$ cat config.mk
export PLATFORM = sky130hd
export DESIGN_NAME = palette_ctrl_flat
export DESIGN_NICKNAME = d
export VERILOG_FILES = /design/src/rtl/palette_pkg.sv /design/src/rtl/palette_ctrl_if.sv /design/src/rtl/palette_ctrl.sv /design/src/flat_wrapper.sv
export SDC_FILE = /design/constraint.sdc
export NUM_CORES = 1
export LEC_CHECK = 0
export ABC_AREA = 1
export CORE_MARGIN = 2
export CORE_UTILIZATION = 57
export CTS_CLUSTER_SIZE = 8
export DETAILED_ROUTE_END_ITERATION = 12
export DONT_BUFFER_PORTS = 1
export GPL_TIMING_DRIVEN = 0
export MAX_ROUTING_LAYER = met4
export PLACE_DENSITY = 0.75
export SYNTH_ARGS = -nofsm -noshare
export SYNTH_HDL_FRONTEND = slang
export SYNTH_SLANG_ARGS = --single-unit
$ cat constraint.sdc
create_clock -name clock -period 1.4 [get_ports clock]
set_clock_uncertainty 0.1 [all_clocks]
set_input_delay 0.28 -clock clock [delete_from_list [all_inputs] [get_ports clock]]
set_output_delay 0.28 -clock clock [all_outputs]
set_load 0.01 [all_outputs]
$ cat src/rtl/palette_pkg.sv
// Palette controller shared types: entry map, reset colours, FSM states.
// Latency: n/a (declarations only). Backpressure: n/a.
// Colours are packed RRR_GGG_BB; the entry map is fixed by the colorizer.
package palette_pkg;

    localparam int NUM_ENTRIES = 8;
    localparam int COLOR_W     = 8;
    localparam int IDX_W       = 3;
    localparam int PAL_W       = NUM_ENTRIES * COLOR_W;
    localparam int BLINK_DIV   = 5;

    typedef logic [COLOR_W-1:0] color_t;
    typedef logic [IDX_W-1:0]   pal_idx_t;

    localparam pal_idx_t PAL_BLANK  = 3'd0;
    localparam pal_idx_t PAL_ICON1  = 3'd1;
    localparam pal_idx_t PAL_ICON2  = 3'd2;
    localparam pal_idx_t PAL_ICON3  = 3'd3;
    localparam pal_idx_t PAL_WORLD0 = 3'd4;
    localparam pal_idx_t PAL_WORLD1 = 3'd5;
    localparam pal_idx_t PAL_WORLD2 = 3'd6;
    localparam pal_idx_t PAL_WORLD3 = 3'd7;
    localparam pal_idx_t PAL_LAST   = PAL_WORLD3;

    localparam color_t DEF_BLANK  = 8'h00;
    localparam color_t DEF_ICON1  = 8'h80;
    localparam color_t DEF_ICON2  = 8'h1F;
    localparam color_t DEF_ICON3  = 8'hE3;
    localparam color_t DEF_WORLD0 = 8'hFF;
    localparam color_t DEF_WORLD1 = 8'h00;
    localparam color_t DEF_WORLD2 = 8'hE0;
    localparam color_t DEF_WORLD3 = 8'h92;

    typedef enum logic [1:0] {
        IDLE,
        PENDING,
        COPY
    } pal_state_t;

    function automatic color_t default_color(input pal_idx_t idx);
        color_t c;
        case (idx)
            PAL_BLANK:  c = DEF_BLANK;
            PAL_ICON1:  c = DEF_ICON1;
            PAL_ICON2:  c = DEF_ICON2;
            PAL_ICON3:  c = DEF_ICON3;
            PAL_WORLD0: c = DEF_WORLD0;
            PAL_WORLD1: c = DEF_WORLD1;
            PAL_WORLD2: c = DEF_WORLD2;
            PAL_WORLD3: c = DEF_WORLD3;
            default:    c = DEF_BLANK;
        endcase
        return c;
    endfunction

    function automatic logic is_icon_entry(input pal_idx_t idx);
        return (idx == PAL_ICON1) || (idx == PAL_ICON2) || (idx == PAL_ICON3);
    endfunction

endpackage

$ cat src/rtl/palette_ctrl_if.sv
// Host-side write/commit/readback bus plus the flat palette towards the colorizer.
// Latency: n/a (wiring only). Backpressure: wr_req is held until wr_ack.
// master = host/DTG side, slave = palette_ctrl.
interface palette_ctrl_if;
    import palette_pkg::*;

    logic              wr_req;
    pal_idx_t          wr_addr;
    color_t            wr_data;
    logic              wr_ack;
    logic              commit_req;
    logic              frame_start;
    logic              commit_pending;
    logic [PAL_W-1:0]  pal_active;
    pal_idx_t          rd_addr;
    color_t            rd_data;

    modport master (
        output wr_req, wr_addr, wr_data, commit_req, frame_start, rd_addr,
        input  wr_ack, commit_pending, pal_active, rd_data
    );

    modport slave (
        input  wr_req, wr_addr, wr_data, commit_req, frame_start, rd_addr,
        output wr_ack, commit_pending, pal_active, rd_data
    );

endinterface

$ cat src/rtl/palette_ctrl.sv
// Shadow/active colour palette; shadow copied to active one entry per cycle after a committed vblank.
// Latency: write ack and readback 1 cycle; commit lands 8 cycles after the next frame_start.
// Backpressure: writes stall (no ack) while copying. Optional icon blink under PALETTE_BLINK_EN.
module palette_ctrl
    import palette_pkg::*;
(
    input  logic          clock,
    input  logic          rst,
    palette_ctrl_if.slave bus
);

    pal_state_t state_q, state_d;
    pal_idx_t   idx_q, idx_d;
    color_t     shadow_q [NUM_ENTRIES];
    color_t     shadow_d [NUM_ENTRIES];
    color_t     active_q [NUM_ENTRIES];
    color_t     active_d [NUM_ENTRIES];
    logic       wr_ack_q, wr_ack_d;
    color_t     rd_data_q, rd_data_d;
    logic       wr_accept;
    logic       blank_icons;

    // The ack cycle itself never accepts, so a held request gets a gap between acks.
    always_comb begin
        wr_accept = bus.wr_req && !wr_ack_q && (state_q != COPY);
    end

    always_comb begin
        shadow_d  = shadow_q;
        wr_ack_d  = 1'b0;
        rd_data_d = shadow_q[bus.rd_addr];
        if (wr_accept) begin
            shadow_d[bus.wr_addr] = bus.wr_data;
            wr_ack_d              = 1'b1;
        end
    end

    always_comb begin
        state_d  = state_q;
        idx_d    = idx_q;
        active_d = active_q;
        case (state_q)
            IDLE: begin
                if (bus.commit_req) begin
                    state_d = PENDING;
                end
            end
            PENDING: begin
                if (bus.frame_start) begin
                    state_d = COPY;
                    idx_d   = '0;
                end
            end
            COPY: begin
                active_d[idx_q] = shadow_q[idx_q];
                idx_d           = idx_q + 1'b1;
                if (idx_q == PAL_LAST) begin
                    state_d = IDLE;
                end
            end
            default: begin
                state_d = IDLE;
                idx_d   = '0;
            end
        endcase
    end

    always_ff @(posedge clock) begin
        if (rst) begin
            state_q   <= IDLE;
            idx_q     <= '0;
            wr_ack_q  <= 1'b0;
            rd_data_q <= '0;
            for (int i = 0; i < NUM_ENTRIES; i++) begin
                shadow_q[i] <= default_color(IDX_W'(i));
                active_q[i] <= default_color(IDX_W'(i));
            end
        end else begin
            state_q   <= state_d;
            idx_q     <= idx_d;
            wr_ack_q  <= wr_ack_d;
            rd_data_q <= rd_data_d;
            shadow_q  <= shadow_d;
            active_q  <= active_d;
        end
    end

`ifdef PALETTE_BLINK_EN
    logic [BLINK_DIV:0] frame_cnt_q, frame_cnt_d;

    always_comb begin
        frame_cnt_d = frame_cnt_q;
        if (bus.frame_start) begin
            frame_cnt_d = frame_cnt_q + 1'b1;
        end
    end

    always_ff @(posedge clock) begin
        if (rst) begin
            frame_cnt_q <= '0;
        end else begin
            frame_cnt_q <= frame_cnt_d;
        end
    end

    assign blank_icons = frame_cnt_q[BLINK_DIV];
`else
    assign blank_icons = 1'b0;
`endif

    // Blink masks only the output view; the active registers keep their colours.
    always_comb begin
        bus.pal_active = '0;
        for (int i = 0; i < NUM_ENTRIES; i++) begin
            if (blank_icons && is_icon_entry(IDX_W'(i))) begin
                bus.pal_active[i*COLOR_W +: COLOR_W] = '0;
            end else begin
                bus.pal_active[i*COLOR_W +: COLOR_W] = active_q[i];
            end
        end
    end

    assign bus.wr_ack         = wr_ack_q;
    assign bus.rd_data        = rd_data_q;
    assign bus.commit_pending = (state_q != IDLE);

endmodule

$ cat src/flat_wrapper.sv
// flat-port wrapper written by rule: the top's interface ports become plain ports
module palette_ctrl_flat import palette_pkg::*;
  (clock, rst, bus_wr_req, bus_wr_addr, bus_wr_data, bus_commit_req, bus_frame_start, bus_rd_addr, bus_wr_ack, bus_commit_pending, bus_pal_active, bus_rd_data);
  palette_ctrl_if bus_i ();
  input  logic clock;
  input  logic rst;
  input wire logic [$bits(bus_i.wr_req)-1:0] bus_wr_req;
  input wire logic [$bits(bus_i.wr_addr)-1:0] bus_wr_addr;
  input wire logic [$bits(bus_i.wr_data)-1:0] bus_wr_data;
  input wire logic [$bits(bus_i.commit_req)-1:0] bus_commit_req;
  input wire logic [$bits(bus_i.frame_start)-1:0] bus_frame_start;
  input wire logic [$bits(bus_i.rd_addr)-1:0] bus_rd_addr;
  output wire logic [$bits(bus_i.wr_ack)-1:0] bus_wr_ack;
  output wire logic [$bits(bus_i.commit_pending)-1:0] bus_commit_pending;
  output wire logic [$bits(bus_i.pal_active)-1:0] bus_pal_active;
  output wire logic [$bits(bus_i.rd_data)-1:0] bus_rd_data;
  assign bus_i.wr_req = bus_wr_req;
  assign bus_i.wr_addr = bus_wr_addr;
  assign bus_i.wr_data = bus_wr_data;
  assign bus_i.commit_req = bus_commit_req;
  assign bus_i.frame_start = bus_frame_start;
  assign bus_i.rd_addr = bus_rd_addr;
  assign bus_wr_ack = bus_i.wr_ack;
  assign bus_commit_pending = bus_i.commit_pending;
  assign bus_pal_active = bus_i.pal_active;
  assign bus_rd_data = bus_i.rd_data;
  palette_ctrl u_core (.clock(clock), .rst(rst), .bus(bus_i));
endmodule
==> results.txt <==
max-cap violations - 0
Multi-input gate area - 0.003316 mm2
max-slew violation count - 0
top cell type's share of synthesized area - 42.65%
post-synth top area cell - dfxtp_1
placed instance area - 0.006844 mm2
CTS max path bufs - 2
Crit path top cell by count - buf_12
required time worst endpoint - 1.61 ns
Routed wire per std cell - 18.67 um
fin cells - 1171
crit path max fanout - 9
Worst slew margin - 58.14%
total number of vias - 6530
worst-margin pin slew - 0.6279 ns
Synth async-reset ratio - 0%
antenna violations before repair - 0
Die W - 112.1 um
post-synthesis cell type count - 29
failing checks - setup timing
Initial Utilization - 58.37%
Pwr Total - 10.16 mW
P per Cell Area - 1207 mW/mm2
Pleak - 4.024 nW
TNS Setup - -5.974 ns
All-Layer GR Usage - 35.20%
Worst path slowest cell - dfxtp_2
post-route cell area - 0.008414 mm2
# IOs - 93
first-pass GRT wire length - 33060 um
Clk pin slew, worst setup/hold paths - 0.06 ns
antenna viol nets, final - 0
final core utilization - 73.69%
DPL Wire Length - 14310 um
status - finished with violations
Primary FF master, synth - dfxtp_1
Synth Net Count - 975
Final setup violation count - 86
Clock Sinks - 142
minimum clock period - 1.516 ns
synthesized area per cell - 6.987 um2
Synth top cells by count - nand2_1 (250), dfxtp_1 (142), inv_1 (130)
Crit Path Class - reg2reg
core area - 0.01142 mm2
WHS - 0.04007 ns
RSZ-0062 raised after global routing - true
Place WS - -0.4216 ns
crit end category - flip-flop
Arr. time, crit path - 1.73 ns
Max Clk Rate - 0.6595 GHz
clk_lat worst skew - 0.43 ns
CTS HTree Levels - 4
Post-route DRC - 0
mapped cell area - 0.006665 mm2
startpoint types - flip-flop
die height - 112.1 um
Synth-to-Final Area Change - 26.24%
yosys warns - 0
layout cell share with drive strength beyond 1 - 18.48%
CTS tree - built
Crit path max-delay family - buffers and inverters
Final nets - 1037
worst vdd ir - 1.484 mV
Post-synth EDFFs - 0
Syn Inst Count - 954
crit-path cells - buf_12 > inv_16 > clkbuf_16 > nand2_1 > nand3_1 > nand2_2 > nor2_4 > buf_12 > o21ai_1
most frequent cell after synthesis - nand2_1
largest net degree at the start of global routing - 17
Total Wirelength - 21860 um
Seq/Total Area, Yosys - 42.65%
Hold/Removal Path Class - in2reg
routability cong. - 1.049
floorplan row count - 39
vias per std cell - 5.576
final critical-path share of the clock period - 108.3%
# port buffers - 0
placed insts - 1097
Initial DRC Count - 838
slowest stage delay, CP - 0.34 ns
gr ovfl total - 0
synthesized flop and latch total - 142
overall die area - 0.01257 mm2
Worst Path Buf+Inv - 4
Synth area leaders - dfxtp_1 (43%), nand2_1 (14%), inv_1 (7.3%), nor2_1 (6.1%), a21oi_1 (5.6%)
vias in the first global route - 5977
drt pass-1 iters - 7
filler instances - 902
# diodes - 0
clk root buf - clkbuf_16
Hold Fails Final Rpt - 0
register area - 0.002858 mm2
final worst slack - -0.1163 ns
Num CTS Buffers - 17
cell usage in the layout, fill, tap and decap left out, types with 20 or more instances in the layout:
master	netlist	routed
nand2_1	250	229
dfxtp_1	142	136
inv_1	130	125
nor2_1	109	107
a21oi_1	74	59
o211ai_1	49	49
nand3_1	58	45
o21ai_1	24	26
o21ai_0	34	26
nand2_2	3	20
sequential cells by signal (all words and copies together), names as in the netlist:
register               cells
u_core.bus.pal_active     64
u_core.state_q             2
u_core.shadow_q           64
u_core.idx_q               3
u_core.bus.rd_data         8
u_core.bus.wr_ack          1
area by class of cell:
cell class	instances	area share [%]
timing repair buffer	41	6.112
tap	143	2.126
buffer	46	4.520
multi-input combinational	631	39.41
clock buffer	19	5.264
sequential	142	33.96
inverter	137	6.662
clock inverter	12	1.948
cells by family (layout without fill, tap and decap cells):
| group | after synthesis | count (layout) | share of synthesized area (%) |
|---|---|---|---|
| adders and majority gates | 2 | 2 | 0.3754 |
| buffers and inverters | 183 | 255 | 12.18 |
| DFF | 142 | 142 | 42.65 |
| and+or+nand+nor | 446 | 448 | 29.36 |
| AOI/OAI and AO/OA | 181 | 181 | 15.43 |
timing repair:
| action | in CTS | in global routing |
|---|---|---|
| resized for setup | 85 | 51 |
| buffers inserted | 17 | 10 |
| hold endpoints to repair | 33 | 0 |
| gates cloned | 3 | 2 |
| hold buffers | 11 | 0 |
| pin swaps | 21 | 11 |
| setup endpoints to repair | 128 | 124 |
worst register-to-register path: stages, from the launching register on:
cell and delay [ns]:
dfxtp_2 0.34, buf_12 0.16, inv_16 0.10, clkbuf_16 0.16
nand2_1 0.06, nand3_1 0.10, nand2_2 0.08, nor2_4 0.11
buf_12 0.15, o21ai_1 0.07
routing by layer:
metal	track usage (%)	vias to the layer above	wire, um
met5	-	-	0
met4	18.78	0	1062
met3	9.071	69	1806
met2	55.26	343	10330
met1	41.55	2965	8661
li1	-	3153	-
power by group:
part | internal, mW | total [mW] | switching [mW]
Clock | 2.85 | 4.63 | 1.77
Sequential | 4.15 | 4.26 | 0.110
Combinational | 0.477 | 1.27 | 0.794
path summary, 6_finish.rpt:
kind	start	to	cells past startpoint	slack, ns
min reg2reg	u_core.shadow_q[2]	u_core.shadow_q[2]	2	0.37
min	bus_wr_data[2]	u_core.shadow_q[26]	2	0.04
max	u_core.idx_q[0]	u_core.bus.pal_active[34]	9	-0.12
max reg2reg	u_core.idx_q[0]	u_core.bus.pal_active[34]	9	-0.12
Note: power is estimated with default switching activity, not from simulation.
